<file path="config.mk">
export PLATFORM = sky130hd
export DESIGN_NAME = pipe_stage_reg_flat
export DESIGN_NICKNAME = d
export VERILOG_FILES = /design/src/rtl/pipe_stage_reg_if.sv /design/src/rtl/pipe_stage_reg.sv /design/src/flat_wrapper.sv
export SDC_FILE = /design/constraint.sdc
export NUM_CORES = 1
export LEC_CHECK = 0
export CAP_MARGIN = 20
export CORE_MARGIN = 5
export CORE_UTILIZATION = 37
export CTS_CLUSTER_SIZE = 14
export DETAILED_ROUTE_END_ITERATION = 16
export PLACE_DENSITY = 0.9
export SLEW_MARGIN = 20
export SYNTH_ARGS = -nofsm -noshare
export SYNTH_HDL_FRONTEND = slang
export SYNTH_SLANG_ARGS = --single-unit
export TNS_END_PERCENT = 30
</file>
<file path="constraint.sdc">
create_clock -name clock -period 1.5 [get_ports clock]
set_input_delay 0.3 -clock clock [delete_from_list [all_inputs] [get_ports clock]]
set_output_delay 0.3 -clock clock [all_outputs]
set_load 0.005 [all_outputs]
</file>
<file path="src/rtl/pipe_stage_reg_if.sv">
// Handshake/data bundle between two pipeline stages and the stage register that separates them.
// The master drives the upstream slot and control signals. The slave is the stage register itself.
interface pipe_stage_reg_if #(
  parameter int DATA_W  = 64,
  parameter int STALL_W = 6,
  parameter int CNT_W   = 8
);
  logic [STALL_W-1:0] stall;
  logic               flush;
  logic               in_valid;
  logic [31:0]        in_pc;
  logic [DATA_W-1:0]  in_payload;
  logic               out_valid;
  logic [31:0]        out_pc;
  logic [DATA_W-1:0]  out_payload;
  logic               out_bubble;
  logic [CNT_W-1:0]   hold_cnt;

  modport master (
    output stall, flush, in_valid, in_pc, in_payload,
    input  out_valid, out_pc, out_payload, out_bubble, hold_cnt
  );

  modport slave (
    input  stall, flush, in_valid, in_pc, in_payload,
    output out_valid, out_pc, out_payload, out_bubble, hold_cnt
  );
endinterface

</file>
<file path="src/rtl/pipe_stage_reg.sv">
// Generic MIPS pipeline-stage register with stall, bubble insertion, top-priority flush and
// a saturating hold-cycle counter for stall debug.
module pipe_stage_reg #(
  parameter int DATA_W      = 64,
  parameter int STALL_W     = 6,
  parameter int STAGE       = 3,
  parameter int KEEP_PC_BUB = 1,
  parameter int ZERO_INV    = 1,
  parameter int CNT_W       = 8
) (
  input  logic           clock,
  input  logic           reset,
  pipe_stage_reg_if.slave bus
);

  // The downstream stage's stall bit must exist inside the vector.
  generate
    if (STAGE > STALL_W - 2) begin : gCfgErr
      $error("pipe_stage_reg: STAGE must be <= STALL_W-2");
    end
  endgenerate

  localparam logic [CNT_W-1:0] CntMax = '1;

  logic s, sn;
  logic              valid_q,   valid_d;
  logic [31:0]       pc_q,      pc_d;
  logic [DATA_W-1:0] payload_q, payload_d;
  logic              bubble_q,  bubble_d;
  logic [CNT_W-1:0]  hold_q,    hold_d;

  assign s  = bus.stall[STAGE];
  assign sn = bus.stall[STAGE+1];

  // Mode is decided fresh every cycle. Flush beats every stall combination.
  always_comb begin
    valid_d   = valid_q;
    pc_d      = pc_q;
    payload_d = payload_q;
    bubble_d  = bubble_q;
    hold_d    = hold_q;
    if (bus.flush) begin
      valid_d   = 1'b0;
      pc_d      = '0;
      payload_d = '0;
      bubble_d  = 1'b0;
      hold_d    = '0;
    end else if (!s) begin
      valid_d   = bus.in_valid;
      pc_d      = bus.in_pc;
      payload_d = ((ZERO_INV != 0) && !bus.in_valid) ? '0 : bus.in_payload;
      bubble_d  = 1'b0;
      hold_d    = '0;
    end else if (!sn) begin
      valid_d   = 1'b0;
      pc_d      = (KEEP_PC_BUB != 0) ? bus.in_pc : '0;
      payload_d = '0;
      bubble_d  = 1'b1;
      hold_d    = '0;
    end else if (hold_q != CntMax) begin
      hold_d    = hold_q + 1'b1;
    end
  end

  always_ff @(posedge clock) begin
    if (reset) begin
      valid_q   <= 1'b0;
      pc_q      <= '0;
      payload_q <= '0;
      bubble_q  <= 1'b0;
      hold_q    <= '0;
    end else begin
      valid_q   <= valid_d;
      pc_q      <= pc_d;
      payload_q <= payload_d;
      bubble_q  <= bubble_d;
      hold_q    <= hold_d;
    end
  end

  assign bus.out_valid   = valid_q;
  assign bus.out_pc      = pc_q;
  assign bus.out_payload = payload_q;
  assign bus.out_bubble  = bubble_q;
  assign bus.hold_cnt    = hold_q;

endmodule

</file>
<file path="src/flat_wrapper.sv">
// flat-port wrapper written by rule: the top's interface ports become plain ports
module pipe_stage_reg_flat 
#(
  parameter int DATA_W      = 64,
  parameter int STALL_W     = 6,
  parameter int STAGE       = 3,
  parameter int KEEP_PC_BUB = 1,
  parameter int ZERO_INV    = 1,
  parameter int CNT_W       = 8
)
  (clock, reset, bus_stall, bus_flush, bus_in_valid, bus_in_pc, bus_in_payload, bus_out_valid, bus_out_pc, bus_out_payload, bus_out_bubble, bus_hold_cnt);
  pipe_stage_reg_if #(.DATA_W(DATA_W), .STALL_W(STALL_W), .CNT_W(CNT_W)) bus_i ();
  input  logic clock;
  input  logic reset;
  input wire logic [$bits(bus_i.stall)-1:0] bus_stall;
  input wire logic [$bits(bus_i.flush)-1:0] bus_flush;
  input wire logic [$bits(bus_i.in_valid)-1:0] bus_in_valid;
  input wire logic [$bits(bus_i.in_pc)-1:0] bus_in_pc;
  input wire logic [$bits(bus_i.in_payload)-1:0] bus_in_payload;
  output wire logic [$bits(bus_i.out_valid)-1:0] bus_out_valid;
  output wire logic [$bits(bus_i.out_pc)-1:0] bus_out_pc;
  output wire logic [$bits(bus_i.out_payload)-1:0] bus_out_payload;
  output wire logic [$bits(bus_i.out_bubble)-1:0] bus_out_bubble;
  output wire logic [$bits(bus_i.hold_cnt)-1:0] bus_hold_cnt;
  assign bus_i.stall = bus_stall;
  assign bus_i.flush = bus_flush;
  assign bus_i.in_valid = bus_in_valid;
  assign bus_i.in_pc = bus_in_pc;
  assign bus_i.in_payload = bus_in_payload;
  assign bus_out_valid = bus_i.out_valid;
  assign bus_out_pc = bus_i.out_pc;
  assign bus_out_payload = bus_i.out_payload;
  assign bus_out_bubble = bus_i.out_bubble;
  assign bus_hold_cnt = bus_i.hold_cnt;
  pipe_stage_reg #(.DATA_W(DATA_W), .STALL_W(STALL_W), .STAGE(STAGE), .KEEP_PC_BUB(KEEP_PC_BUB), .ZERO_INV(ZERO_INV), .CNT_W(CNT_W)) u_core (.clock(clock), .reset(reset), .bus(bus_i));
endmodule
</file>
; ---- After elaboration in Yosys (flattened, before gate mapping)
; Index checks and enable logic that the tools add are counted.
[totals]
ff_bits = 106
inputBits = 106
elab_cells = 20
[classes]
n_addsub = 1
eq_ne = 2
mux = 7
bitwise_logic = 2
reduce_logical = 3
[ops]
columns = operator, n
row1 = 64-bit two-way mux, 3
row2 = 32-bit two-way mux, 2
row3 = 8-bit by 1-bit adder with 8-bit output (second input constant), 1
row4 = 8-bit != test (second input constant), 1
row5 = 4-bit OR reduction, 1
row6 = 3-bit OR reduction, 1
row7 = 1-bit two-way mux, 2
row8 = 2-bit != test (second input constant), 1
row9 = 1-bit inverter, 2
row10 = 2-bit OR reduction, 1

; ---- Depth between registers and ports, before layout
[logic_depth]
word_depth = 2
depth_mapped = 6
depth_no_buf = 4

; ---- Worst setup path before layout
; OpenSTA, ideal clock, no wires.
[synth_path]
kind = input to register
start = input port bus_flush
end = register u_core.payload_q[0] (netlist: u_core.bus.out_payload[0])
setup_ps = 59
t_arrival_ps = 1266
setup_slack_ps = 176
stages = 6
path_buffers = 3
path_cell_list = or2_1 > buf_2 > nor3b_2 > buf_4 > buf_6 > a22o_1
[synth_between]
elab_chain_cells = 1
[synth_lines]
columns = item, line
row1 = start: declaration, flat_wrapper.sv:16  ; input wire logic [$bits(bus_i.flush)-1:0] bus_flush;
row2 = 2-bit OR reduction (no line), n/a
row3 = end signal: assignment, pipe_stage_reg.sv:75  ; payload_q <= payload_d;
row4 = end: declaration, pipe_stage_reg.sv:28  ; logic [DATA_W-1:0] payload_q, payload_d;
; Every way passes these cells.
; A chain may end at the register's enable or synchronous reset.

; ---- Worst setup path after layout
[layout_path]
start = input port bus_flush
end = register u_core.payload_q[40] (netlist: u_core.bus.out_payload[40])
; The elaborated chain is that of the path after synthesis.

==> impl_metrics.json <==
{
  "status": "finished, final reports clean",
  "period_share": 0.942,
  "cap_violations": 0,
  "htreeDepth": 3,
  "cts_num_sinks": 106,
  "whs_ps": 452,
  "drt-pass1-iter-count": 4,
  "crit_fanout": 50,
  "fin_area_um2": 5950,
  "total_leakage_power_nw": 2.84,
  "clk_latency_ps": 360,
  "placed_cell_area_um2": 5790,
  "synthCells": 338,
  "vdd_drop_max_v": 0.000469,
  "viasPerCell": 4.88,
  "r2r_setup_slack_ps": 140,
  "vias": 3340,
  "start_util": 0.380,
  "routed_wl_mm": 10.8,
  "areaGrowthSynthToFinish_pct": 69.6,
  "hold_violations": 0,
  "ioPinCount": 212,
  "diodes": 0,
  "synth_edf_count": 0,
  "ys_types": 29,
  "dp_hpwl_mm": 8.25,
  "power_density_nw_per_um2": 869,
  "gr-total-overflow": 0,
  "synth_seq_cells": 106,
  "synth.most_common_cell": "dfxtp_1",
  "track_usage": 0.182,
  "die_w_um": 107,
  "start_kind": "input pin",
  "path_cells": "clkdlybuf4s50_1 -> or2_1 -> nor3b_4 -> buf_12 -> a22o_1",
  "netlist_area_um2": 3510,
  "cts_hold_buffers": 0,
  "synthArstFlopShare": 0,
  "grt_start_max_net_pins": 51,
  "fin_setup_tns_ps": 0,
  "place_congestion": 0.768,
  "synthTopCellsByArea": "dfxtp_1, a22o_1, nand2_1",
  "worstPathBufferInverterCount": 2,
  "coreArea_um2": 9240,
  "final_nets": 658,
  "cts_buffers": 9,
  "drtIter0Drc": 116,
  "slew_violations": 0,
  "slew_headroom": 0.779,
  "grt_pass1_wl_mm": 16.7,
  "clock_skew_ps": 10.0,
  "portBuffers": 207,
  "rsz0062_at_grt": "false",
  "die_y_um": 107,
  "drive_above_1_share": 0.155,
  "cts_tree": "built",
  "die_area_um2": 11500,
  "cpMaxStageDelayCell": "clkdlybuf4s50_1",
  "cp-end-kind": "flip-flop",
  "ys_seq_area_frac": 0.605,
  "syn_nets": 445,
  "root_buffer": "clkbuf_8",
  "required_ps": 1790,
  "dp_cells": 666,
  "synth_top_cell_by_area": "dfxtp_1",
  "period_needed_ps": 1410,
  "max-clock-path-buffers": 2,
  "slowest_delay_ps": 410,
  "arrival_ps": 1710,
  "tightestPinTransition_ps": 331,
  "cp_top_family": "buffers and inverters",
  "avgRoutedWirePerCell_um": 15.7,
  "drc_errors": 0,
  "stdcell_count": 685,
  "fmax_ghz": 0.708,
  "ant_nets": 0,
  "grt_pass1_vias": 3508,
  "yosys_warnings": 0,
  "finalSetupViolations": 0,
  "grt_antenna_before_repair": 0,
  "synth_top_flop_cell": "dfxtp_1",
  "yosysTopAreaCellShare": 0.605,
  "ys_top_cells_by_count": "dfxtp_1, nand2_1, a22o_1",
  "num_rows": 35,
  "path_class": "in2reg",
  "clk_pin_slew_ps": 90,
  "syn_avg_cell_area_um2": 10.4,
  "hold_path_class": "reg2reg"
}
## worst min-delay path: stages, from the launching register on
cell	delay [ps]
dfxtp_2	330
nand2_1	50
a21oi_1	50
## power breakdown
part           leakage (nW)  total (mW)  switching [mW]  internal [mW]
Sequential            0.883        2.92          0.0337           2.88
Combinational          1.86       0.559           0.189          0.369
Clock                0.0985        1.70           0.977          0.723
Total                  2.84        5.17            1.20           3.97
## through the flow
stage	total power [mW]	worst slack, ps	utilization
after CTS	5.22	1.24	0.643
after detailed placement	3.59	-280	0.626
after global placement	3.57	-254	0.626
final	5.17	86.7	0.644
after global routing	5.42	37.6	0.644
after floorplan	3.13	176	-
## kinds of logic (layout without fill, tap and decap cells)
logic type / count (synthesis) / count (layout) / synth area share
AO/OA/AOI/OAI: 111 / 111 / 0.230
adder cells (fa/ha/maj): 1 / 1 / 0.00357
buffers and inverters: 28 / 246 / 0.0442
flip-flops: 106 / 106 / 0.605
AND/OR/NAND/NOR: 92 / 92 / 0.117
## state kept, by name, summed over array words and instances, names as in the netlist
register                flops
u_core.bus.out_bubble       1
u_core.bus.out_valid        1
u_core.bus.out_payload     64
u_core.bus.out_pc          32
u_core.bus.hold_cnt         8
## timing repair
item	in CTS	in global routing
endpoints found under the setup margin	106	4
buffers inserted	3	0
resized for setup	151	4
gates cloned	0	0
## metal layers
layer,vias to the layer above,GRT usage,share of wire
met5,-,0,0
met4,0,0.0577,0.012
met3,10,0.0858,0.11
met2,151,0.330,0.51
met1,1545,0.185,0.36
li1,1634,-,-
## path summary, 6_finish.rpt
kind                                       start                                      end  cells after the start
max                                    bus_flush  u_core.bus.out_payload[40]$_SDFFE_PP0P_                      5
min           u_core.bus.out_pc[31]$_SDFFE_PP0P_       u_core.bus.out_pc[31]$_SDFFE_PP0P_                      2
max reg2reg  u_core.bus.hold_cnt[0]$_SDFFE_PP0P_      u_core.bus.hold_cnt[0]$_SDFFE_PP0P_                      5
min reg2reg   u_core.bus.out_pc[31]$_SDFFE_PP0P_       u_core.bus.out_pc[31]$_SDFFE_PP0P_                      2
## layout make-up
cell class	count	area, um2
clock buffers	11	151
clock inverters	5	45.0
fillers	763	3290
inverters	2	7.51
multi-input cells	204	1240
flip-flops and latches	106	2190
well taps	129	161
repair buffers	228	2160
## placed cells by master (no fill, tap or decap)
| cell type | n |
|---|---|
| dlygate4sd2_1 | 102 |
| clkdlybuf4s50_1 | 101 |
| nand2_1 | 66 |
| a22o_1 | 64 |
| dfxtp_1 | 59 |
| dfxtp_2 | 45 |
| a21oi_1 | 35 |
| buf_4 | 17 |
| clkbuf_8 | 11 |
| nor3_1 | 6 |
| nand3_1 | 5 |
| o21ai_0 | 5 |
| a31oi_1 | 4 |
| dlymetal6s2s_1 | 4 |
| buf_12 | 4 |
| and3_1 | 3 |
| nand4_1 | 3 |
| inv_1 | 2 |
| inv_6 | 2 |
| dfxtp_4 | 2 |
| and4bb_2 | 1 |
| or2_1 | 1 |
| nor3b_4 | 1 |
| and2_1 | 1 |
| nand2b_1 | 1 |
| a211oi_1 | 1 |
| and4_1 | 1 |
| a21boi_0 | 1 |
| a21o_1 | 1 |
| nor4_1 | 1 |
| nor3b_1 | 1 |
| nor2_1 | 1 |
| ha_1 | 1 |
| clkinvlp_4 | 1 |
| inv_8 | 1 |
| clkinv_4 | 1 |
No activity file was read; power rests on OpenSTA's default activity.
